<file path="config.mk">
export PLATFORM = sky130hd
export DESIGN_NAME = fetch_stage_flat
export DESIGN_NICKNAME = d
export VERILOG_FILES = /design/src/rtl/fetch_stage_if.sv /design/src/rtl/fetch_stage.sv /design/src/flat_wrapper.sv
export SDC_FILE = /design/constraint.sdc
export NUM_CORES = 1
export LEC_CHECK = 0
export BUFFER_PORTS_ARGS = -buffer_cell sky130_fd_sc_hd__buf_4
export CORE_ASPECT_RATIO = 1.2
export CORE_MARGIN = 5
export CORE_UTILIZATION = 50
export CTS_BUF_LIST = sky130_fd_sc_hd__clkbuf_8 sky130_fd_sc_hd__clkbuf_16
export CTS_CLUSTER_DIAMETER = 100
export DETAILED_ROUTE_END_ITERATION = 6
export GPL_TIMING_DRIVEN = 0
export PLACE_DENSITY = 0.79
export SLEW_MARGIN = 25
export SYNTH_ARGS = -nofsm -noshare
export SYNTH_HDL_FRONTEND = slang
export SYNTH_SLANG_ARGS = --single-unit
</file>
<file path="constraint.sdc">
create_clock -name clk -period 5.1 [get_ports clk]
set_clock_uncertainty 0.2 [all_clocks]
set_input_delay 1.02 -clock clk [delete_from_list [all_inputs] [get_ports clk]]
set_output_delay 1.02 -clock clk [all_outputs]
set_load 0.01 [all_outputs]
</file>
<file path="src/rtl/fetch_stage_if.sv">
// Fetch-stage bundle: instruction-memory request/response channel, execute redirect
// and the decode-facing handshake. master = fetch stage, slave = its environment.
interface fetch_stage_if #(
    parameter int DATA_WIDTH = 32
);
    logic                  imem_req_valid_o;
    logic                  imem_req_ready_i;
    logic [DATA_WIDTH-1:0] imem_addr_o;
    logic                  imem_rsp_valid_i;
    logic [DATA_WIDTH-1:0] imem_rsp_data_i;
    logic                  redirect_i;
    logic [DATA_WIDTH-1:0] redirect_pc_i;
    logic                  id_ready_i;
    logic                  if_valid_o;
    logic [DATA_WIDTH-1:0] if_pc_o;
    logic [DATA_WIDTH-1:0] if_pc_plus4_o;
    logic [DATA_WIDTH-1:0] if_instruction_o;

    modport master (
        output imem_req_valid_o, imem_addr_o,
        output if_valid_o, if_pc_o, if_pc_plus4_o, if_instruction_o,
        input  imem_req_ready_i, imem_rsp_valid_i, imem_rsp_data_i,
        input  redirect_i, redirect_pc_i, id_ready_i
    );

    modport slave (
        input  imem_req_valid_o, imem_addr_o,
        input  if_valid_o, if_pc_o, if_pc_plus4_o, if_instruction_o,
        output imem_req_ready_i, imem_rsp_valid_i, imem_rsp_data_i,
        output redirect_i, redirect_pc_i, id_ready_i
    );
endinterface

</file>
<file path="src/rtl/fetch_stage.sv">
// Instruction-fetch stage: owns the PC, issues in-order credit-limited fetches,
// tags responses with their PC in a small buffer and squashes fetches on redirect.
module fetch_stage #(
    parameter int                    DATA_WIDTH = 32,
    parameter logic [DATA_WIDTH-1:0] RESET_PC   = '0,
    parameter int                    BUF_DEPTH  = 2
) (
    input logic           clk,
    input logic           rst,
    fetch_stage_if.master bus
);
    localparam int            PW      = $clog2(BUF_DEPTH);
    localparam int            CW      = PW + 1;
    localparam logic [CW-1:0] DEPTH_C = CW'(BUF_DEPTH);

    logic [DATA_WIDTH-1:0] pc_q, pc_d;
    logic [DATA_WIDTH-1:0] buf_pc_q    [BUF_DEPTH];
    logic [DATA_WIDTH-1:0] buf_pc_d    [BUF_DEPTH];
    logic [DATA_WIDTH-1:0] buf_instr_q [BUF_DEPTH];
    logic [DATA_WIDTH-1:0] buf_instr_d [BUF_DEPTH];
    logic [DATA_WIDTH-1:0] pend_pc_q   [BUF_DEPTH];
    logic [DATA_WIDTH-1:0] pend_pc_d   [BUF_DEPTH];
    logic [PW-1:0]         buf_rd_q, buf_rd_d, buf_wr_q, buf_wr_d;
    logic [PW-1:0]         pend_rd_q, pend_rd_d, pend_wr_q, pend_wr_d;
    logic [CW-1:0]         occ_q, occ_d, out_q, out_d, drop_q, drop_d;
    logic                  req_valid, req_fire, rsp_ok, rsp_keep, if_valid, pop;

    always_comb begin
        // Outstanding includes responses still to be dropped, so the buffer can never overflow.
        req_valid = !rst && !bus.redirect_i && ((out_q + occ_q) < DEPTH_C);
        req_fire  = req_valid && bus.imem_req_ready_i;
        rsp_ok    = bus.imem_rsp_valid_i && (out_q != '0);
        rsp_keep  = rsp_ok && (drop_q == '0) && !bus.redirect_i;
        if_valid  = !rst && (occ_q != '0) && !bus.redirect_i;
        pop       = if_valid && bus.id_ready_i;
    end

    always_comb begin
        pc_d        = pc_q;
        buf_pc_d    = buf_pc_q;
        buf_instr_d = buf_instr_q;
        pend_pc_d   = pend_pc_q;
        buf_rd_d    = buf_rd_q;
        buf_wr_d    = buf_wr_q;
        pend_rd_d   = pend_rd_q;
        pend_wr_d   = pend_wr_q;
        drop_d      = drop_q;

        if (req_fire) begin
            pend_pc_d[pend_wr_q] = pc_q;
            pend_wr_d            = pend_wr_q + 1'b1;
            pc_d                 = pc_q + DATA_WIDTH'(4);
        end
        if (rsp_ok) begin
            pend_rd_d = pend_rd_q + 1'b1;
        end
        if (rsp_ok && (drop_q != '0)) begin
            drop_d = drop_q - 1'b1;
        end
        if (rsp_keep) begin
            buf_pc_d[buf_wr_q]    = pend_pc_q[pend_rd_q];
            buf_instr_d[buf_wr_q] = bus.imem_rsp_data_i;
            buf_wr_d              = buf_wr_q + 1'b1;
        end
        if (pop) begin
            buf_rd_d = buf_rd_q + 1'b1;
        end

        occ_d = occ_q + CW'(rsp_keep) - CW'(pop);
        out_d = out_q + CW'(req_fire) - CW'(rsp_ok);

        // Redirect wins: flush the buffer and drop every response still owed after this cycle.
        if (bus.redirect_i) begin
            pc_d     = {bus.redirect_pc_i[DATA_WIDTH-1:2], 2'b00};
            buf_rd_d = '0;
            buf_wr_d = '0;
            occ_d    = '0;
            drop_d   = out_d;
        end
    end

    always_ff @(posedge clk) begin
        if (rst) begin
            pc_q      <= RESET_PC;
            buf_rd_q  <= '0;
            buf_wr_q  <= '0;
            pend_rd_q <= '0;
            pend_wr_q <= '0;
            occ_q     <= '0;
            out_q     <= '0;
            drop_q    <= '0;
        end else begin
            pc_q      <= pc_d;
            buf_rd_q  <= buf_rd_d;
            buf_wr_q  <= buf_wr_d;
            pend_rd_q <= pend_rd_d;
            pend_wr_q <= pend_wr_d;
            occ_q     <= occ_d;
            out_q     <= out_d;
            drop_q    <= drop_d;
        end
    end

    always_ff @(posedge clk) begin
        buf_pc_q    <= buf_pc_d;
        buf_instr_q <= buf_instr_d;
        pend_pc_q   <= pend_pc_d;
    end

    assign bus.imem_req_valid_o = req_valid;
    assign bus.imem_addr_o      = rst ? '0 : pc_q;
    assign bus.if_valid_o       = if_valid;
    assign bus.if_pc_o          = rst ? '0 : buf_pc_q[buf_rd_q];
    assign bus.if_pc_plus4_o    = rst ? '0 : buf_pc_q[buf_rd_q] + DATA_WIDTH'(4);
    assign bus.if_instruction_o = rst ? '0 : buf_instr_q[buf_rd_q];

    rsp_without_request: assert property (@(posedge clk) disable iff (rst)
        bus.imem_rsp_valid_i |-> (out_q != '0));
endmodule

</file>
<file path="src/flat_wrapper.sv">
// flat-port wrapper written by rule: the top's interface ports become plain ports
module fetch_stage_flat 
#(
    parameter int                    DATA_WIDTH = 32,
    parameter logic [DATA_WIDTH-1:0] RESET_PC   = '0,
    parameter int                    BUF_DEPTH  = 2
)
  (clk, rst, bus_imem_req_valid_o, bus_imem_addr_o, bus_if_valid_o, bus_if_pc_o, bus_if_pc_plus4_o, bus_if_instruction_o, bus_imem_req_ready_i, bus_imem_rsp_valid_i, bus_imem_rsp_data_i, bus_redirect_i, bus_redirect_pc_i, bus_id_ready_i);
  fetch_stage_if #(.DATA_WIDTH(DATA_WIDTH)) bus_i ();
  input logic clk;
  input logic rst;
  output wire logic [$bits(bus_i.imem_req_valid_o)-1:0] bus_imem_req_valid_o;
  output wire logic [$bits(bus_i.imem_addr_o)-1:0] bus_imem_addr_o;
  output wire logic [$bits(bus_i.if_valid_o)-1:0] bus_if_valid_o;
  output wire logic [$bits(bus_i.if_pc_o)-1:0] bus_if_pc_o;
  output wire logic [$bits(bus_i.if_pc_plus4_o)-1:0] bus_if_pc_plus4_o;
  output wire logic [$bits(bus_i.if_instruction_o)-1:0] bus_if_instruction_o;
  input wire logic [$bits(bus_i.imem_req_ready_i)-1:0] bus_imem_req_ready_i;
  input wire logic [$bits(bus_i.imem_rsp_valid_i)-1:0] bus_imem_rsp_valid_i;
  input wire logic [$bits(bus_i.imem_rsp_data_i)-1:0] bus_imem_rsp_data_i;
  input wire logic [$bits(bus_i.redirect_i)-1:0] bus_redirect_i;
  input wire logic [$bits(bus_i.redirect_pc_i)-1:0] bus_redirect_pc_i;
  input wire logic [$bits(bus_i.id_ready_i)-1:0] bus_id_ready_i;
  assign bus_imem_req_valid_o = bus_i.imem_req_valid_o;
  assign bus_imem_addr_o = bus_i.imem_addr_o;
  assign bus_if_valid_o = bus_i.if_valid_o;
  assign bus_if_pc_o = bus_i.if_pc_o;
  assign bus_if_pc_plus4_o = bus_i.if_pc_plus4_o;
  assign bus_if_instruction_o = bus_i.if_instruction_o;
  assign bus_i.imem_req_ready_i = bus_imem_req_ready_i;
  assign bus_i.imem_rsp_valid_i = bus_imem_rsp_valid_i;
  assign bus_i.imem_rsp_data_i = bus_imem_rsp_data_i;
  assign bus_i.redirect_i = bus_redirect_i;
  assign bus_i.redirect_pc_i = bus_redirect_pc_i;
  assign bus_i.id_ready_i = bus_id_ready_i;
  fetch_stage #(.DATA_WIDTH(DATA_WIDTH), .RESET_PC(RESET_PC), .BUF_DEPTH(BUF_DEPTH)) u_core (.clk(clk), .rst(rst), .bus(bus_i));
endmodule
</file>
==> results.cfg <==
[run_status]
status = complete, no violations

[route]
drc = 0
vias = 7343
drt_iter0_drc = 567
drt_pass1_iterations = 5
ant_nets = 0
wire_per_inst_microns = 19.3
vias_per_cell = 5.54
drt_wl_total_microns = 25600

[sta]
worstMarginPinSlew_ns = 0.898
fin_crit_sh_pct = 91.4
setup_tns_ns = 0
grt_setup_unrepaired = no
maxSlewViolCount = 0
slew_headroom_pct = 38.4
whs_ns = 0.326
finalSetupViolCount = 0
fmax_mhz = 214
fin_crit_ns = 4.66
hold_violations = 0

[synthesis]
syn_area_sq_um = 10400
synth_top_area_share_pct = 53.2
synth_cells = 822
netlist_top_cells_count = edfxtp_1 (184), nor2_1 (112), mux2i_1 (60)
synth-edff-count = 184
synth_area_leaders = edfxtp_1 (53%), dfxtp_1 (7.7%), mux2i_1 (5.8%)
synthMostInstantiatedCell = edfxtp_1
yosysWarnings = 0
synth_area_per_cell_sq_um = 12.6
synth_cell_types = 66
synthArstFlopShare_pct = 0
synth_flop_cell = edfxtp_1
ys_ff_latch = 224
yosysTopAreaCell = edfxtp_1
yosysSeqAreaShare_pct = 60.9

[worst_setup_path]
path_class = flop to output pin
startpoint_type = flop
worstPathRequired_ns = 3.88
r2r-start = u_core.occ_q[1]$_SDFF_PP0_
cp_cell_sequence = buf_6 > buf_6 > mux2i_1 > inv_1 > ha_1 > inv_1 > a211oi_1 > buf_2 > nand4_2 > o31ai_1 > nor3b_1 > buf_4
cp_num_cells = 12
critPathCaptureType = output pin
cp_data_arrival_time_ns = 3.44
cp-startpoint = u_core.buf_rd_q$_SDFFE_PP0P_
worstSetupEndpoint = bus_if_pc_plus4_o[26]
critPathBufInv = 6
cp_slowest_cell = a211oi_1
reg2reg_to = u_core.drop_q[1]$_SDFFE_PP0P_
reg2reg_depth = 9
critPathMaxFanout = 10
cpPeakStageDelay_ns = 0.49
r2r_slack_ns = 2.48
critical-path-top-delay-family = buffers and inverters

[place]
gp_congestion = 0.927
port_buffers = 190
placed_area_sq_um = 12300
hpwl_microns = 18900

[global_route]
grt-ovfl-total = 0
antenna_found_initial = 0
first_global_vias = 7467
grt_use_total_pct = 21.0
grt_pass1_wl_microns = 40000
grt_max_degree = 50

[clock_tree]
cts_resized = 0
clockBufferDepth = 3
clock-sinks = 224
postCtsSetupBuffers = 0
clock-root-buffer = clkbuf_16
cts_tree = built
clk_pin_slew_ns = 0.06
numCtsBuffers = 22
ctsHtreeMaxLevel = 1
worstSkewPairLatency_ns = 0.50
hold_buffers = 0

[hold_path]
hp-class = flop to flop

[power_and_ir_drop]
leakage_nw = 4.72
total_power_mw = 4.48
peakVddDrop_mv = 0.311
p_per_area_nw_per_um2 = 344

[cells_and_area]
area_growth_pct = 25.5
utilization_pct = 64.2
final_nets = 1122
n_antenna_cell = 0
drive_gt1_share_pct = 29.1
finalInstanceArea_sq_um = 13000

[floorplanning]
initial_core_util_pct = 51.1
core_sq_um = 20300
die_w_microns = 142
io_pins = 200
dieArea_sq_um = 23800
fp.dieH_microns = 168
std_cell_rows = 57

[run]
cap_violations = 0
-- placed cells by master, fill, tap and decap left out, types with 8 or more instances in the layout --
cell / count
nor2b_1: 38
nand4_1: 21
clkbuf_16: 24
a21oi_1: 10
mux2_2: 35
inv_1: 17
xnor2_1: 22
a211oi_1: 21
xor2_1: 18
mux2i_1: 60
dfxtp_1: 40
buf_2: 8
nand3_1: 16
nor3_1: 21
nor2_1: 111
edfxtp_1: 184
clkbuf_1: 23
buf_4: 199
nand2_1: 38
-- flip-flops by register name, indices dropped and copies added (netlist names) --
name / cells
u_core.buf_instr_q: 64
u_core.buf_pc_q: 60
u_core.buf_rd_q: 1
u_core.buf_wr_q: 1
u_core.drop_q: 2
u_core.occ_q: 2
u_core.out_q: 2
u_core.pc_q: 30
u_core.pend_pc_q: 60
u_core.pend_rd_q: 1
u_core.pend_wr_q: 1
-- how the worst min path moves through the flow --
stage	startpoint	end	slack (ns)	depth (start not counted)
floorplan	u_core.pc_q[31]$_SDFFE_PP0P_	u_core.pend_pc_q[31]$_DFFE_PP_	0.26	0
global placement	u_core.pc_q[31]$_SDFFE_PP0P_	u_core.pend_pc_q[31]$_DFFE_PP_	0.27	0
detailed placement	u_core.pc_q[31]$_SDFFE_PP0P_	u_core.pend_pc_q[31]$_DFFE_PP_	0.30	0
CTS	u_core.pc_q[31]$_SDFFE_PP0P_	u_core.pend_pc_q[63]$_DFFE_PP_	0.32	0
global route	u_core.pc_q[31]$_SDFFE_PP0P_	u_core.pend_pc_q[63]$_DFFE_PP_	0.35	0
finish	u_core.pc_q[31]$_SDFFE_PP0P_	u_core.pend_pc_q[63]$_DFFE_PP_	0.33	0
-- worst register-to-register path, cell delays in order (launching register included) --
cell     delay, ns
dfxtp_1       0.35
xnor2_2       0.27
mux2_2        0.43
nand2_1       0.28
inv_1         0.19
ha_1          0.25
xnor2_1       0.18
xnor2_1       0.16
nand2_1       0.08
a21oi_1       0.15
-- kinds of logic after synthesis --
kind of cell | synth area share (%)
muxes | 9.81
AOI/OAI and AO/OA | 5.72
buffers and inverters | 2.91
other | 0.0361
xor gates and xnor gates | 3.53
DFF | 60.9
adders and majority gates | 0.843
and+or+nand+nor | 16.3
-- routing by layer --
layer / part of all wire, % / wire length, microns / track usage (%)
met1: 39 / 10100 / 26.7
met2: 51 / 13000 / 37.0
met3: 7.5 / 1940 / 3.52
met4: 2.4 / 611 / 5.43
met5: 0 / 0 / 0
-- per-stage QoR --
step	std cells	worst slack [ns]
finish	1326	0.436
global route	1326	0.192
CTS	1326	0.374
detailed placement	1286	0.584
global placement	1282	-1.60
floorplan	827	0.117
-- area by class of cell --
type	count	area, sq um
multi-input combinational	540	3800
sequential	224	6330
clock inverter	13	121
buffer	50	254
timing repair buffer	194	1520
tap	265	332
inverter	13	48.8
clock buffer	27	642
fill	1517	7280
-- power by group --
part,internal (mW),switching (mW),leakage [nW]
registers,2.11,0.0700,2.00
clock network,0.997,0.660,0.383
logic,0.295,0.351,2.33
Note: power is estimated with default switching activity, not from simulation.
